[src/rtl/alu_seq_pkg.sv]
// Shared definitions for the ALU issue/capture sequencer: control codes,
// FSM state encoding, flag bit positions and the per-op flag write mask.
package alu_seq_pkg;

  localparam logic [2:0] OP_ADD  = 3'b000;
  localparam logic [2:0] OP_SUB  = 3'b001;
  localparam logic [2:0] OP_NAND = 3'b010;
  localparam logic [2:0] OP_XOR  = 3'b011;
  localparam logic [2:0] OP_SLL  = 3'b100;
  localparam logic [2:0] OP_SRL  = 3'b101;
  localparam logic [2:0] OP_SRA  = 3'b110;
  localparam logic [2:0] OP_LHB  = 3'b111;

  localparam int FLAG_Z = 2;
  localparam int FLAG_V = 1;
  localparam int FLAG_N = 0;

  typedef enum logic [1:0] {
    ST_IDLE,
    ST_ISSUE,
    ST_WAIT,
    ST_WB
  } state_t;

  // Arithmetic ops own all three flags, logic/shift ops only Z, LHB none.
  function automatic logic [2:0] flag_mask(input logic [2:0] op);
    logic [2:0] mask;
    mask = 3'b000;
    case (op)
      OP_ADD, OP_SUB: mask = 3'b111;
      OP_LHB:         mask = 3'b000;
      default:        mask[FLAG_Z] = 1'b1;
    endcase
    return mask;
  endfunction

endpackage

[src/rtl/alu_flag_reg.sv]
// Architectural {Z,V,N} flag register; on capture, only the bits enabled by
// the op's flag mask take the ALU's flags, the rest hold.
module alu_flag_reg
  import alu_seq_pkg::*;
(
  input  logic       clk,
  input  logic       rst,
  input  logic       capture,
  input  logic [2:0] op,
  input  logic [2:0] alu_flags,
  output logic [2:0] flags
);

  logic [2:0] mask;

  assign mask = flag_mask(op);

  for (genvar gi = 0; gi < 3; gi++) begin : g_flag_bit
    always_ff @(posedge clk) begin
      if (rst) begin
        flags[gi] <= 1'b0;
      end else if (capture && mask[gi]) begin
        flags[gi] <= alu_flags[gi];
      end
    end
  end

endmodule

[src/rtl/alu_sequencer.sv]
// Issue/capture sequencer for the 16-bit ALU: IDLE -> ISSUE -> WAIT -> WB.
// Define ALU_SEQ_TIMEOUT_EN to build the WAIT-state watchdog and err_timeout.
module alu_sequencer
  import alu_seq_pkg::*;
#(
  parameter int TIMEOUT_CYCLES = 16
) (
  input  logic        clk,
  input  logic        rst,
  input  logic        issue_valid,
  output logic        issue_ready,
  input  logic [2:0]  issue_op,
  input  logic [15:0] issue_a,
  input  logic [15:0] issue_b,
  input  logic [3:0]  issue_shamt,
  input  logic [7:0]  issue_imm8,
  input  logic [3:0]  issue_rd,
  output logic [15:0] alu_data_one,
  output logic [15:0] alu_data_two,
  output logic [3:0]  alu_shift,
  output logic [7:0]  alu_load_half_imm,
  output logic [2:0]  alu_control,
  output logic        alu_start,
  input  logic        alu_done,
  input  logic [15:0] alu_result,
  input  logic [2:0]  alu_flags,
  output logic        wb_valid,
  input  logic        wb_ready,
  output logic [3:0]  wb_rd,
  output logic [15:0] wb_data,
  output logic [2:0]  flag_reg,
  output logic        err_timeout
);

  state_t      state;
  logic [2:0]  op_reg;
  logic [15:0] a_reg;
  logic [15:0] b_reg;
  logic [3:0]  shamt_reg;
  logic [7:0]  imm_reg;
  logic [3:0]  rd_reg;
  logic [15:0] wb_data_reg;
  logic        alu_start_reg;
  logic        wb_valid_reg;
  logic        capture;
  logic        timeout_hit;

  // Operand registers only change on accept, so the ALU inputs and wb_rd
  // stay stable for the whole op and through write-back back-pressure.
  assign alu_control       = op_reg;
  assign alu_data_one      = a_reg;
  assign alu_data_two      = b_reg;
  assign alu_shift         = shamt_reg;
  assign alu_load_half_imm = imm_reg;
  assign alu_start         = alu_start_reg;
  assign wb_valid          = wb_valid_reg;
  assign wb_rd             = rd_reg;
  assign wb_data           = wb_data_reg;
  assign issue_ready       = (state == ST_IDLE) && !rst;

  assign capture = (state == ST_WAIT) && alu_done;

`ifdef ALU_SEQ_TIMEOUT_EN
  logic [7:0] wait_cnt;
  logic       err_reg;

  // done takes priority: the limit only fires on a cycle without done.
  assign timeout_hit = (state == ST_WAIT) && !alu_done &&
                       (wait_cnt == 8'(TIMEOUT_CYCLES - 1));
  assign err_timeout = err_reg;

  always_ff @(posedge clk) begin
    if (rst) begin
      wait_cnt <= 8'd0;
      err_reg  <= 1'b0;
    end else begin
      if (state == ST_ISSUE) begin
        wait_cnt <= 8'd0;
      end else if ((state == ST_WAIT) && !alu_done) begin
        wait_cnt <= wait_cnt + 8'd1;
      end
      if (timeout_hit) begin
        err_reg <= 1'b1;
      end
    end
  end
`else
  // Legal TIMEOUT_CYCLES is 2..255, so this is constant 0: WAIT never gives up.
  assign timeout_hit = (TIMEOUT_CYCLES == 0);
  assign err_timeout = 1'b0;
`endif

  always_ff @(posedge clk) begin
    if (rst) begin
      state         <= ST_IDLE;
      op_reg        <= 3'd0;
      a_reg         <= 16'd0;
      b_reg         <= 16'd0;
      shamt_reg     <= 4'd0;
      imm_reg       <= 8'd0;
      rd_reg        <= 4'd0;
      wb_data_reg   <= 16'd0;
      alu_start_reg <= 1'b0;
      wb_valid_reg  <= 1'b0;
    end else begin
      alu_start_reg <= 1'b0;
      case (state)
        ST_IDLE: begin
          if (issue_valid && issue_ready) begin
            op_reg        <= issue_op;
            a_reg         <= issue_a;
            b_reg         <= issue_b;
            shamt_reg     <= issue_shamt;
            imm_reg       <= issue_imm8;
            rd_reg        <= issue_rd;
            alu_start_reg <= 1'b1;
            state         <= ST_ISSUE;
          end
        end
        ST_ISSUE: begin
          state <= ST_WAIT;
        end
        ST_WAIT: begin
          if (alu_done) begin
            wb_data_reg  <= alu_result;
            wb_valid_reg <= 1'b1;
            state        <= ST_WB;
          end else if (timeout_hit) begin
            state <= ST_IDLE;
          end
        end
        ST_WB: begin
          if (wb_ready) begin
            wb_valid_reg <= 1'b0;
            state        <= ST_IDLE;
          end
        end
        default: begin
          state <= ST_IDLE;
        end
      endcase
    end
  end

  alu_flag_reg u_flag_reg (
    .clk       (clk),
    .rst       (rst),
    .capture   (capture),
    .op        (op_reg),
    .alu_flags (alu_flags),
    .flags     (flag_reg)
  );

endmodule

[config.mk]
export PLATFORM = sky130hd
export DESIGN_NAME = alu_sequencer
export DESIGN_NICKNAME = d
export VERILOG_FILES = /design/src/rtl/alu_seq_pkg.sv /design/src/rtl/alu_flag_reg.sv /design/src/rtl/alu_sequencer.sv
export SDC_FILE = /design/constraint.sdc
export NUM_CORES = 1
export LEC_CHECK = 0
export ABC_AREA = 1
export CORE_ASPECT_RATIO = 1.2
export CORE_MARGIN = 1.5
export CORE_UTILIZATION = 30
export DETAILED_ROUTE_END_ITERATION = 16
export HOLD_SLACK_MARGIN = 0.1
export SYNTH_ARGS = -nofsm -noshare
export SYNTH_HDL_FRONTEND = slang
export SYNTH_HIERARCHICAL = 1
export SYNTH_SLANG_ARGS = --single-unit
export TNS_END_PERCENT = 30
[constraint.sdc]
create_clock -name clk -period 2.1 [get_ports clk]
set_input_delay 0.42 -clock clk [delete_from_list [all_inputs] [get_ports clk]]
set_output_delay 0.42 -clock clk [all_outputs]
set_load 0.03 [all_outputs]
* Yosys cells after proc, flatten, opt, wreduce, memory -nomap -nowiden
Index checks and enable logic that the tools add are counted. Widths: inputs -> output; s select.
Operators by class: $add $sub $neg 0, multiply operators 0, div/mod/pow operators 0, $lt $le $gt $ge 0, equality and inequality tests 8, shift operators 0, muxes and demuxes 10, bitwise operators 1, reductions and logical operators 16
Operators by type and width (count):
- $mux 2 | 4
- $pmux 2 s4 | 1
- $logic_and 1x1->1 | 6
- $reduce_and 3->1 | 2
- $eq 2x2->1 const B | 2
- $mux 1 | 4
- $ne 2x2->1 const B | 2
- $reduce_and 2->1 | 2
- $reduce_or 2->1 | 2
- $eq 3x1->1 const B | 1
- $eq 3x3->1 const B | 1
- $logic_not 3->1 | 1
- $eq 2x1->1 const B | 1
- $logic_not 2->1 | 1
- $ne 2x1->1 const B | 1
- $pmux 1 s2 | 1
- $reduce_bool 2->1 | 1
- $logic_not 1->1 | 1
- $not 1->1 | 1
Word-level totals: bits in registers 74, bits in latches 0, memory bits (writable) 0, bits in read-only memories 0, input port bits 75, memories 0

* Depth between registers and ports, before layout
depth in word-level cells 5, mapped depth 9

* Cells and area by module
The synthesis kept the hierarchy.
By module, submodules not included:
- alu_sequencer | times used 1, cells each 331, area each 2575.0 µm², sequential area each 1421.4 µm²
- alu_flag_reg | times used 1, cells each 23, area each 145.1 µm², sequential area each 60.1 µm²

* Worst setup path before layout
OpenSTA, ideal clock, no wires.
path kind register to register, start point register state[0], end point register u_flag_reg.flags[0], setup time 0.113 ns, data arrival time 1.224 ns, data required time 1.987 ns, slack 0.763 ns, stages on the path, launching flop included 10, path buffers 1, clock period less this slack 1.337 ns, cells stage by stage dfxtp_1 -> inv_1 -> ha_1 -> nand2_1 -> inv_2 -> buf_4 -> nand3_2 -> nand2_1 -> nand2_1 -> nor2_1
On the way: word-level cells in the longest chain between the ends 3
Ends and longest elaborated chain:
- start: declaration | RTL line alu_sequencer.sv:35 | state_t state;
- start signal: assignment | RTL line alu_sequencer.sv:95 | state <= ST_IDLE;
- start signal: assignment | RTL line alu_sequencer.sv:117 | state <= ST_ISSUE;
- start signal: assignment | RTL line alu_sequencer.sv:121 | state <= ST_WAIT;
- $eq 2x2->1 | RTL line alu_sequencer.sv:61 | assign capture = (state == ST_WAIT) && alu_done;
- $logic_and 1x1->1 | RTL line alu_sequencer.sv:61
- named net capture | RTL line alu_sequencer.sv:45 | logic capture;
- $logic_and 1x1->1 | RTL line alu_flag_reg.sv:22 | end else if (capture && mask[gi]) begin
- end signal: indexed assignment | RTL line alu_flag_reg.sv:23 | flags[gi] <= alu_flags[gi];
- end: declaration | RTL line alu_flag_reg.sv:11 | output logic [2:0] flags
The timed path passes the listed nets, and every way through them passes these cells. A chain may end at the register's enable or synchronous reset.

* Worst setup path after layout
start point register op_reg[1] (netlist: alu_control[1]), end point output alu_control[1]
RTL lines:
- start: declaration | RTL line alu_sequencer.sv:36 | logic [2:0] op_reg;
- start signal: assignment | RTL line alu_sequencer.sv:110 | op_reg <= issue_op;
- end: declaration | RTL line alu_sequencer.sv:22 | output logic [2:0] alu_control,
No word-level cell between the ends.

==> qor.yml <==
timing:
  hold_ws_ps: 464
  rsz0062_at_grt: "no"
  period_minus_slack_ps: 1870
  hold_viol: 0
  slew_violations: 0
  tightest_slew_ps: 504
  finalSetupViolCount: 0
  finalSetupTns_ps: 0
  max_freq_ghz: 0.535
  finalCritPeriodShare_pct: 89.1
  skew_ps: 10.9
  relSlewSlack_pct: 66.4
synth:
  synth_area_leader_cell: "dfxtp_1"
  seq_area_frac_synth_pct: 54.5
  ys_ff_latch: 74
  synth_area_leaders: "dfxtp_1 54%, nand2_1 16%, nand3_1 10%"
  synth.avg_cell_area_um2: 7.68
  syn_inst: 354
  synth_cell_types: 19
  synth_nets: 432
  netlist_area_mm2: 0.00272
  ys_warn_count: 6
  synth_top_area_share_pct: 54.5
grt:
  grt_overflow: 0
  grt_util_all_layers_pct: 15.9
  grt_pass1_wl_mm: 12.2
  grt_start_max_net_pins: 57
  grt_antenna_before_repair: 0
  grt_pass1_vias: 2537
cts:
  clkLatencyLatePin_ps: 340
  cts_tree: "done"
  clock-sinks: 74
  clkSlewWorstSetupHoldPaths_ps: 70
  postCtsHoldBufs: 0
  post_cts_resize_count: 0
  post_cts_buffers: 0
  cts.htree.levels: 3
  numCtsBuffers: 9
  cts_buffer_depth: 2
  cts_root_buf: "clkbuf_8"
worst_setup_path:
  crit_fanout: 4
  crit_chain: "clkdlybuf4s50_1"
  cp-end-kind: "primary output"
  cpPeakStageDelay_ps: 720
  slowest_stage: "clkdlybuf4s50_1"
  start_kind: "flop"
  cp.arrival_ps: 1450
  required_ps: 1680
  crit_type: "reg -> out"
  path_buf_inv: 1
  cp_top_family: "buffers and inverters"
die:
  fp.dieW_um: 89.9
  die_y_um: 107
  io_pins: 149
  core_mm2: 0.00870
  num_rows: 37
  initial_core_util_pct: 31.3
  dieArea_mm2: 0.00965
layout:
  final_layout_size_suffix_gt1_share_pct: 5.59
  nets: 574
  area_growth_pct: 66.9
  diodes: 0
  final_area_mm2: 0.00454
route:
  vias_per_cell: 4.33
  drc_errors: 0
  wl_per_cell_um: 12.4
  dr.pass1.iters: 4
  drt-total-wl_mm: 7.65
  antenna_left: 0
  vias: 2676
  drtIter0Drc: 86
pwr:
  p_per_area_mw_per_mm2: 1130
  ir_drop_mv: 0.493
  p_leak_nw: 1.98
min_path:
  hold_path.class: "reg -> reg"
place:
  gp_congestion: 0.735
  dpl-instance-area_mm2: 0.00427
  dp_hpwl_mm: 5.23
  port_buffers: 147
status:
  outcome: "finished, final reports clean"
flow_run:
  max_cap_viol_count: 0
==> worst paths after layout <==
path	from	endpoint	slack, ps	cells past startpoint
max	alu_control[1]$_SDFFE_PP0P_	alu_control[1]	230	1
min	alu_data_two[10]$_SDFFE_PP0P_	alu_data_two[10]$_SDFFE_PP0P_	460	2
max reg2reg	state[0]$_SDFFE_PP0P_	alu_control[0]$_SDFFE_PP0P_	600	8
min reg2reg	alu_data_two[10]$_SDFFE_PP0P_	alu_data_two[10]$_SDFFE_PP0P_	460	2
==> cells in the final DEF, fill, tap and decap left out, drive strengths merged <==
cell type / Yosys / layout
nand3: 57 / 57
ha: 3 / 3
dfxtp: 74 / 74
nand2: 117 / 117
clkdlybuf4s50: 0 / 146
a21oi: 3 / 3
buf: 17 / 5
o21ai: 17 / 17
inv: 19 / 19
conb: 1 / 1
nor2: 43 / 43
bufinv: 0 / 4
clkinv: 0 / 1
clkbuf: 3 / 11
==> synth_stat cells <==
cell type  count
inv_2          4
buf_1          2
a21oi_1        3
nand2_4        1
conb_1         1
buf_4          7
nand3_1       56
nand3_2        1
inv_1         14
buf_2          7
dfxtp_1       74
nor2_1        42
o21ai_0       17
nor2_4         1
inv_4          1
nand2_1      116
buf_6          1
ha_1           3
clkbuf_1       3
==> area by class of cell <==
class                      instances  area, µm²
fill                             850       4160
multi-input combinational        241       1050
timing repair buffer             151       1520
clock inverter                     5        125
clock buffer                      11        141
inverter                          19       73.8
tap                              117        146
sequential                        74       1480
==> power breakdown <==
| part | internal (mW) | total, mW | leakage, nW | switching (mW) |
|---|---|---|---|---|
| clock network | 0.941 | 1.45 | 0.134 | 0.511 |
| logic | 0.771 | 1.85 | 1.24 | 1.08 |
| registers | 1.68 | 1.83 | 0.607 | 0.150 |
==> worst register-to-register path, cell delays in order (launching register included) <==
cell and delay [ps]:
dfxtp_1 330, inv_1 90, ha_1 180, inv_2 60
nor2_4 110, nand2_4 80, inv_4 380, nand2_1 130
nand2_1 90
==> stage by stage <==
stage | setup WS, ps | utilization (%) | total power [mW] | cells
6_report | 229 | 52.2 | 5.13 | 618
5_1_grt | 166 | 52.2 | 5.42 | 618
3_3_place_gp | 241 | 49.1 | 3.71 | 602
2_1_floorplan | 763 | - | 2.94 | 354
4_1_cts | 194 | 52.2 | 5.20 | 618
3_5_place_dp | 207 | 49.1 | 3.73 | 602
==> per-layer routing <==
| layer | vias to the layer above | part of all wire (%) | track usage [%] |
|---|---|---|---|
| li1 | 1391 | - | - |
| met1 | 1189 | 44 | 18.6 |
| met2 | 87 | 48 | 27.0 |
| met3 | 9 | 5.6 | 4.45 |
| met4 | 0 | 1.9 | 7.82 |
| met5 | - | 0 | 0 |
==> cells by family after synthesis <==
group                    Yosys count  share of synthesized area [%]
AND/OR/NAND/NOR                  217                           33.3
flip-flops                        74                           54.5
buffers and inverters             39                           7.04
AO/OA/AOI/OAI                     20                           3.68
adder cells (fa/ha/maj)            3                           1.38
other                              1                          0.138
(Power assumes the default switching activity.)
